==> src/rtl/keypad_matrix_scanner.sv <==
// 4x3 matrix keypad scanner: column drive, row sampling, per-key debounce,
// debounced level outputs and a one-cycle new-press strobe with key code.
module keypad_matrix_scanner #(
  parameter int SCAN_CYCLES     = 1000,
  parameter int DEBOUNCE_FRAMES = 4
) (
  input  logic       CLK,
  input  logic       RESETN,
  input  logic [3:0] KEY_ROW,
  output logic [2:0] KEY_COL,
  output logic [9:0] KEY,
  output logic       KEY_STAR,
  output logic       KEY_HASH,
  output logic       KEY_VALID,
  output logic [3:0] KEY_CODE
);

  typedef enum logic [1:0] {
    IDLE,
    COL0,
    COL1,
    COL2
  } state_e;

  localparam logic [15:0] LAST  = 16'(SCAN_CYCLES - 1);
  localparam logic [3:0]  DEB_N = 4'(DEBOUNCE_FRAMES);

  state_e      state_q, state_d;
  logic [15:0] cnt_q, cnt_d;
  logic [3:0]  meta_q, sync_q;
  logic [11:0] raw_q, raw_d;
  logic        eval_q, eval_d;
  logic        upd_q, upd_d;
  logic [11:0] deb_q, deb_d;
  logic [3:0]  dcnt_q [12];
  logic [3:0]  dcnt_d [12];
  logic [11:0] lvl_q, lvl_d;
  logic [11:0] newp;
  logic        valid_q, valid_d;
  logic [3:0]  code_q, code_d;
  logic [1:0]  col;
  logic        last;

  // Key code at (row, col); raw/debounced vectors are indexed by code
  function automatic logic [3:0] code_of(input int r, input int c);
    case (r * 3 + c)
      0:       return 4'd1;
      1:       return 4'd2;
      2:       return 4'd3;
      3:       return 4'd4;
      4:       return 4'd5;
      5:       return 4'd6;
      6:       return 4'd7;
      7:       return 4'd8;
      8:       return 4'd9;
      9:       return 4'd10;
      10:      return 4'd0;
      default: return 4'd11;
    endcase
  endfunction

  always_comb begin
    state_d = state_q;
    cnt_d   = cnt_q;
    raw_d   = raw_q;
    eval_d  = 1'b0;
    col     = 2'd0;
    KEY_COL = 3'b111;
    last    = (cnt_q == LAST);
    unique case (state_q)
      COL0: begin
        col     = 2'd0;
        KEY_COL = 3'b110;
      end
      COL1: begin
        col     = 2'd1;
        KEY_COL = 3'b101;
      end
      COL2: begin
        col     = 2'd2;
        KEY_COL = 3'b011;
      end
      default: ;
    endcase
    if (state_q == IDLE) begin
      state_d = COL0;
      cnt_d   = '0;
    end else if (last) begin
      cnt_d = '0;
      for (int r = 0; r < 4; r++) begin
        raw_d[code_of(r, int'(col))] = ~sync_q[r];
      end
      unique case (state_q)
        COL0:    state_d = COL1;
        COL1:    state_d = COL2;
        default: begin
          state_d = COL0;
          eval_d  = 1'b1;
        end
      endcase
    end else begin
      cnt_d = cnt_q + 16'd1;
    end
  end

  always_comb begin
    deb_d  = deb_q;
    dcnt_d = dcnt_q;
    if (eval_q) begin
      for (int k = 0; k < 12; k++) begin
        if (raw_q[k] == deb_q[k]) begin
          dcnt_d[k] = '0;
        end else if (dcnt_q[k] + 4'd1 == DEB_N) begin
          deb_d[k]  = raw_q[k];
          dcnt_d[k] = '0;
        end else begin
          dcnt_d[k] = dcnt_q[k] + 4'd1;
        end
      end
    end
  end

  // lvl_q still holds the previous debounced state while upd_q is high
  always_comb begin
    lvl_d   = lvl_q;
    valid_d = 1'b0;
    code_d  = code_q;
    upd_d   = eval_q;
    newp    = deb_q & ~lvl_q;
    if (upd_q) begin
      lvl_d   = deb_q;
      valid_d = |newp;
      for (int k = 11; k >= 0; k--) begin
        if (newp[k]) code_d = 4'(k);
      end
    end
  end

  always_ff @(posedge CLK or negedge RESETN) begin
    if (!RESETN) begin
      state_q <= IDLE;
      cnt_q   <= '0;
      meta_q  <= 4'hF;
      sync_q  <= 4'hF;
      raw_q   <= '0;
      eval_q  <= 1'b0;
      upd_q   <= 1'b0;
      deb_q   <= '0;
      for (int k = 0; k < 12; k++) dcnt_q[k] <= '0;
      lvl_q   <= '0;
      valid_q <= 1'b0;
      code_q  <= '0;
    end else begin
      state_q <= state_d;
      cnt_q   <= cnt_d;
      meta_q  <= KEY_ROW;
      sync_q  <= meta_q;
      raw_q   <= raw_d;
      eval_q  <= eval_d;
      upd_q   <= upd_d;
      deb_q   <= deb_d;
      for (int k = 0; k < 12; k++) dcnt_q[k] <= dcnt_d[k];
      lvl_q   <= lvl_d;
      valid_q <= valid_d;
      code_q  <= code_d;
    end
  end

  assign KEY       = lvl_q[9:0];
  assign KEY_STAR  = lvl_q[10];
  assign KEY_HASH  = lvl_q[11];
  assign KEY_VALID = valid_q;
  assign KEY_CODE  = code_q;

endmodule

==> config.mk <==
export PLATFORM = sky130hd
export DESIGN_NAME = keypad_matrix_scanner
export DESIGN_NICKNAME = d
export VERILOG_FILES = /design/src/rtl/keypad_matrix_scanner.sv
export SDC_FILE = /design/constraint.sdc
export NUM_CORES = 1
export LEC_CHECK = 0
export ABC_AREA = 1
export CORE_MARGIN = 5
export CORE_UTILIZATION = 50
export DETAILED_ROUTE_END_ITERATION = 10
export PLACE_DENSITY = 0.68
export SYNTH_ARGS = -nofsm -noshare
export SYNTH_HDL_FRONTEND = slang
export SYNTH_SLANG_ARGS = --single-unit
export TNS_END_PERCENT = 100
==> constraint.sdc <==
create_clock -name CLK -period 2.41 [get_ports CLK]
set_input_delay 0.3615 -clock CLK [delete_from_list [all_inputs] [get_ports CLK]]
set_output_delay 0.3615 -clock CLK [all_outputs]
set_load 0.01 [all_outputs]
* Yosys cells after proc, flatten, opt, wreduce, memory -nomap -nowiden
Memory sizes are Yosys's and may differ from the RTL's.
Cells that the tools add are included.
** Cells by class
- Add/sub/neg operators :: 16
- Shift operators :: 0
- Bitwise gates (word level) :: 19
- $lt $le $gt $ge :: 8
- Mux-type cells :: 70
- Reduce and logical (&&, ||, !) cells :: 26
- Divide/modulo/power cells :: 0
- Eq/ne operators :: 28
- Multipliers :: 0
** Operator list (count)
- $mux 4 :: 47
- $logic_not 28->1 const A :: 2
- $add 4x1->4 const B :: 12
- $bwmux 12 :: 4
- $eq 4x3->1 const B :: 12
- $reduce_and 3->1 :: 12
- $mux 16 :: 2
- $logic_not 28->1 :: 1
- $lt 4x5->1 const B :: 4
- $not 1->1 :: 17
- $add 16x1->16 const B :: 1
- $demux 1 s4 :: 4
- $eq 16x10->1 const B :: 1
- $ge 4x1->1 const B :: 4
- $and 12x12->12 :: 1
- $eq 1x1->1 :: 12
- $not 12->12 :: 1
- $reduce_bool 12->1 :: 1
- $reduce_or 12->1 :: 1
- $pmux 3 s3 :: 1
- $mux 1 :: 8
- $pmux 2 s2 :: 2
- $add 4x2->5 const A :: 1
- $add 3x2->4 const A :: 1
- other kinds (9) :: 15
** Storage, ports and cells
- Memories kept :: 4
- Bits of input ports :: 6
- Register bits :: 117
- Bits in latches :: 0
- Memory bits (read-only) :: 256
- Bits in writable memories :: 0
** Memory list
- (name not given) :: words 16, bits a word 4, read ports 1, clocked after memory_dff 0, write ports 0, RTL line 46 : case (r * 3 + c)
- (name not given) :: words 16, bits a word 4, read ports 1, clocked after memory_dff 0, write ports 0, RTL line 46
- (name not given) :: words 16, bits a word 4, read ports 1, clocked after memory_dff 0, write ports 0, RTL line 46
- (name not given) :: words 16, bits a word 4, read ports 1, clocked after memory_dff 0, write ports 0, RTL line 46

* Longest topological paths before layout
- Depth in word-level cells :: 14
- Depth in mapped cells :: 13
- Depth with buffers taken out :: 13

* Worst setup path after synthesis
No wires, ideal clock.
- Path kind :: register -> register
- From :: reg state_q[0]
- To :: reg raw_q[2]
- Buffers on the path :: 1
- Library setup time :: 122 ps
- Setup slack :: 444 ps
- Clock period less this slack :: 1966 ps
- Data arrival time :: 1844 ps
- Required time :: 2288 ps
- Stages on the path, launching flop included :: 12
- Cells stage by stage :: dfrtp_1 > inv_1 > ha_1 > inv_1 > ha_1 > clkbuf_1 > nor2_1 > nand2_1 > nand3_1 > o21ai_0 > a21oi_1 > o21ai_1
** On the way
- Longest elaborated chain between the ends :: 14
** Ends and longest elaborated chain
- from (decl) :: RTL line 28 : state_e state_q, state_d;
- from (signal assigned) :: RTL line 154 : state_q <= state_d;
- $eq 2x2->1 :: RTL line 70 : unique case (state_q)
- $pmux 2 s2 :: RTL line 70
- $add 2x2->3 :: RTL line 46
- $mem_v2 16x4
- $mux 4 :: RTL line 46
- $mux 4 :: RTL line 88 : end else if (last) begin
- $mux 4 :: RTL line 85 : if (state_q == IDLE) begin
- $lt 4x5->1 (implied by the code) / $ge 4x1->1 (equally long branches) :: RTL line 91 : raw_d[code_of(r, int'(col))] = ~sync_q[r];
- $logic_and 1x1->1 (implied by the code) :: RTL line 91
- $mux 1 (implied by the code) :: RTL line 91
- $demux 1 s4 :: RTL line 91
- $bwmux 12 (3 in a row) :: RTL line 91
- to (signal assigned) :: RTL line 158 : raw_q <= raw_d;
- to (decl) :: RTL line 31 : logic [11:0] raw_q, raw_d;
Several ways; a longest one is shown, not always the timed one. The select of a mux whose other input is x is not followed.
A chain may end at the register's enable or synchronous reset.

* Worst setup path in the final report
- From :: reg state_q[0]
- To :: out KEY_COL[1]
** On the way
- Longest elaborated chain between the ends :: 2
** Ends and longest elaborated chain
- $eq 2x2->1 / $eq 2x1->1 (equally long branches) :: RTL line 70
- $pmux 3 s3 * :: RTL line 70
- to (decl) :: RTL line 10 : output logic [2:0] KEY_COL,
Mark *: on every way between the ends. The rest lies on a longest branch, timed or not.

==> results.py <==
metrics = {
    "final_layout": {
        "post_route_cells_drive_above_1_share_pct": 8.911,
        "fin_util_pct": 60.36,
        "area_delta_synth_final_pct": 18.20,
        "design_area_um2": 6892,
        "antenna_cells": 0,
        "final_nets": 731,
    },
    "critical_path": {
        "timing.setup.critical_path_class": "flop to output port",
        "endpoint_kind": "output port",
        "path_max_fanout": 4,
        "worst_ep_required_time_ps": 2050,
        "critPathSlowestCell": "clkdlybuf4s50_1",
        "cp_cell_sequence": "inv_1 -> ha_1 -> inv_1 -> clkdlybuf4s50_1",
        "critPathBufInv": 3,
        "cp_top_family": "buffers and inverters",
        "worst_path_most_repeated_cell": "inv_1",
        "cpPeakStageDelay_ps": 530,
        "crit_path_start_kind": "flop",
        "worstPathArrival_ps": 1800,
    },
    "pwr": {
        "powerDensity_nw_per_um2": 683.9,
        "peakVddDrop_mv": 0.5490,
        "p_leak_nw": 3.464,
    },
    "placed_design": {
        "dp.final_hpwl_um": 8353,
        "place_congestion": 0.9497,
        "dp_slack_ps": 224.4,
        "io_buffers": 25,
        "dpl_cell_area_um2": 6245,
    },
    "synth": {
        "synth-seq-cells": 117,
        "synth_nets": 695,
        "synthFlopType": "dfrtp_1",
        "synth.yosys.warnings": 0,
        "synthMuxAreaShare_pct": 0,
        "postSynthCellCount": 658,
        "avgSynthCellArea_um2": 8.861,
        "synth_cell_types": 34,
        "async_flop_share_pct": 100.0,
        "syn_area_um2": 5831,
        "synthSimpleGateAreaFrac_pct": 20.71,
        "synth_area_leaders": "dfrtp_1 (47%), nand2_1 (10%), ha_1 (6.7%)",
        "seq_area_frac_synth_pct": 50.39,
        "synth_xor_area_share_pct": 5.408,
        "synthAdderAreaFrac_pct": 6.652,
        "synth_top_family_by_area": "simple AND/OR/NAND/NOR gates",
        "synth_top_area_cell": "dfrtp_1",
        "synth_compound_area_share_pct": 11.20,
        "yosys.area.top_type_share_pct": 46.78,
        "synth_edf_count": 0,
    },
    "detailed_routing": {
        "drt-total-wl_um": 11740,
        "ant_nets": 0,
        "wl_per_cell_um": 13.81,
        "vias": 4558,
        "drt_iter0_drc": 238,
        "drc": 0,
        "detail_route.first_pass.iterations": 7,
        "via_per_inst": 5.362,
    },
    "die": {
        "fp.dieArea_um2": 13920,
        "fp-row-count": 39,
        "start_util_pct": 51.06,
        "die_height_um": 118.0,
        "ios": 26,
        "coreArea_um2": 11420,
        "dieWidth_um": 118.0,
    },
    "global_route": {
        "grt_max_degree": 51,
        "grt_pass1_wl_um": 20710,
        "grt.overflow.total": 0,
        "antenna_found_initial": 0,
        "grt_use_total_pct": 18.10,
        "grt_pass1_vias": 4549,
    },
    "sta": {
        "rsz0062_at_grt": "no",
        "worstMarginPinSlew_ps": 508.1,
        "layout_min_cycle_time_ps": 2162,
        "clock_skew_ps": 6.972,
        "setup_violations": 0,
        "fmax_mhz": 462.5,
        "period_share_pct": 89.71,
        "setup_ws_ps": 247.9,
        "slew_viol_final": 0,
        "tns_ps": 0,
        "finalHoldViolations": 0,
        "max_slew_margin_pct": 66.12,
    },
    "cts": {
        "cts_tree": "built",
        "clockRootBuffer": "clkbuf_16",
        "cts_setup_buffers": 0,
        "worstSkewPairLatency_ps": 420,
        "cts.sinks": 117,
        "cts_buffers": 17,
        "clkTransAtPathRegs_ps": 50,
        "cts_buffer_depth": 2,
        "htree_levels": 4,
    },
    "run_status": {
        "outcome": "finished, final reports clean",
    },
    "min_path": {
        "hold_class": "input port to flop",
    },
    "run": {
        "drv_cap": 0,
    },
}
==> kinds of logic (layout without fill, tap and decap cells) <==
family / after synthesis / after routing
AO/OA/AOI/OAI: 112 / 112
buffers and inverters: 84 / 133
AND/OR/NAND/NOR: 278 / 278
XOR/XNOR: 36 / 36
adder cells (fa/ha/maj): 31 / 31
flip-flops: 117 / 117
==> cell type report <==
type	instances	area, µm²
fillers	1015	4527
repair buffers	32	315.3
inverters	69	259.0
well taps	143	178.9
flip-flops and latches	117	2938
multi-input cells	457	2566
clock inverters	10	150.1
clock buffers	22	484.2
==> final timing paths <==
kind	depth (start not counted)	slack, ps	end	startpoint
worst max register to register	10	300	raw_q[2]	state_q[0]
max in group asynchronous	3	1230	cnt_q[3]	RESETN
min in group asynchronous	2	440	lvl_q[5]	RESETN
worst max-delay path	4	250	KEY_COL[1]	state_q[0]
worst min register to register	0	350	sync_q[1]	meta_q[1]
worst min-delay path	1	350	meta_q[3]	KEY_ROW[3]
==> flip-flops by register name, indices dropped and copies added, names as in the netlist <==
| signal | cells |
|---|---|
| deb_q | 12 |
| KEY_VALID | 1 |
| cnt_q | 16 |
| KEY_CODE | 4 |
| dcnt_q | 48 |
| upd_q | 1 |
| raw_q | 12 |
| state_q | 2 |
| sync_q | 4 |
| meta_q | 4 |
| lvl_q | 12 |
| eval_q | 1 |
==> cells in the final DEF, fill, tap and decap left out <==
master,Yosys,routed
a211oi_1,1,1
a21oi_1,10,10
a22o_1,11,11
a31oi_1,3,3
a32oi_1,1,1
buf_12,0,1
buf_4,1,6
bufinv_16,0,4
clkbuf_1,11,1
clkbuf_16,0,17
clkbuf_8,0,4
clkdlybuf4s50_1,0,24
clkinv_2,0,6
dfrtp_1,109,109
dfstp_2,8,8
dlygate4sd3_1,0,1
ha_1,31,30
ha_2,0,1
inv_1,66,66
inv_2,3,3
nand2_1,157,157
nand2_2,6,6
nand3_1,44,44
nand4_1,5,5
nor2_1,42,42
nor2_4,4,4
nor3_1,14,14
nor3_2,1,1
nor3b_1,2,2
nor3b_2,1,1
nor4_1,1,1
nor4_2,1,1
o211ai_1,2,2
o21ai_0,61,61
o21ai_1,8,8
o22ai_1,4,4
o31ai_1,8,8
o41ai_1,3,3
xnor2_1,5,5
xor2_1,31,31
==> metal layers <==
metal | wire length (µm) | GRT usage, %
met1 | 5222 | 22.20
met2 | 5878 | 29.84
met3 | 494 | 5.815
met4 | 139 | 6.667
met5 | 0 | 0
==> timing repair <==
item / CTS / global route
setup endpoints to repair: 0 / 1
hold buffers: 1 / 0
resized for setup: 0 / 1
hold endpoints to repair: 30 / 0
==> power by group <==
part | switching, mW | total (mW) | leakage, nW | internal (mW)
clock network | 0.845 | 2.67 | 0.319 | 1.83
logic | 0.0429 | 0.0584 | 1.55 | 0.0156
registers | 0.00462 | 1.98 | 1.59 | 1.98
total | 0.893 | 4.71 | 3.46 | 3.82
==> worst register-to-register path: cells and delay by family (launching register included) <==
kind	cells	cell delay, ps
adder cells (fa/ha/maj)	2	590
flip-flops	1	410
AO/OA/AOI/OAI	3	290
AND/OR/NAND/NOR	3	430
buffers and inverters	2	260
==> per-stage QoR <==
stage | hold slack, ps | std cells | total power, mW
after detailed placement | 340.4 | 817 | 2.078
after floorplan | 65.91 | 658 | 2.021
final | 351.5 | 850 | 4.713
after global routing | 336.5 | 850 | 4.881
after global placement | 337.0 | 817 | 2.076
after CTS | 334.6 | 850 | 4.772
==> Yosys cell counts (6+ instances only) <==
cell        n
o31ai_1     8
nand2_2     6
ha_1       31
nand2_1   157
a22o_1     11
nor3_1     14
nand3_1    44
nor2_1     42
dfstp_2     8
a21oi_1    10
clkbuf_1   11
xor2_1     31
o21ai_0    61
inv_1      66
dfrtp_1   109
o21ai_1     8
Power figures use the tool's default switching activity.
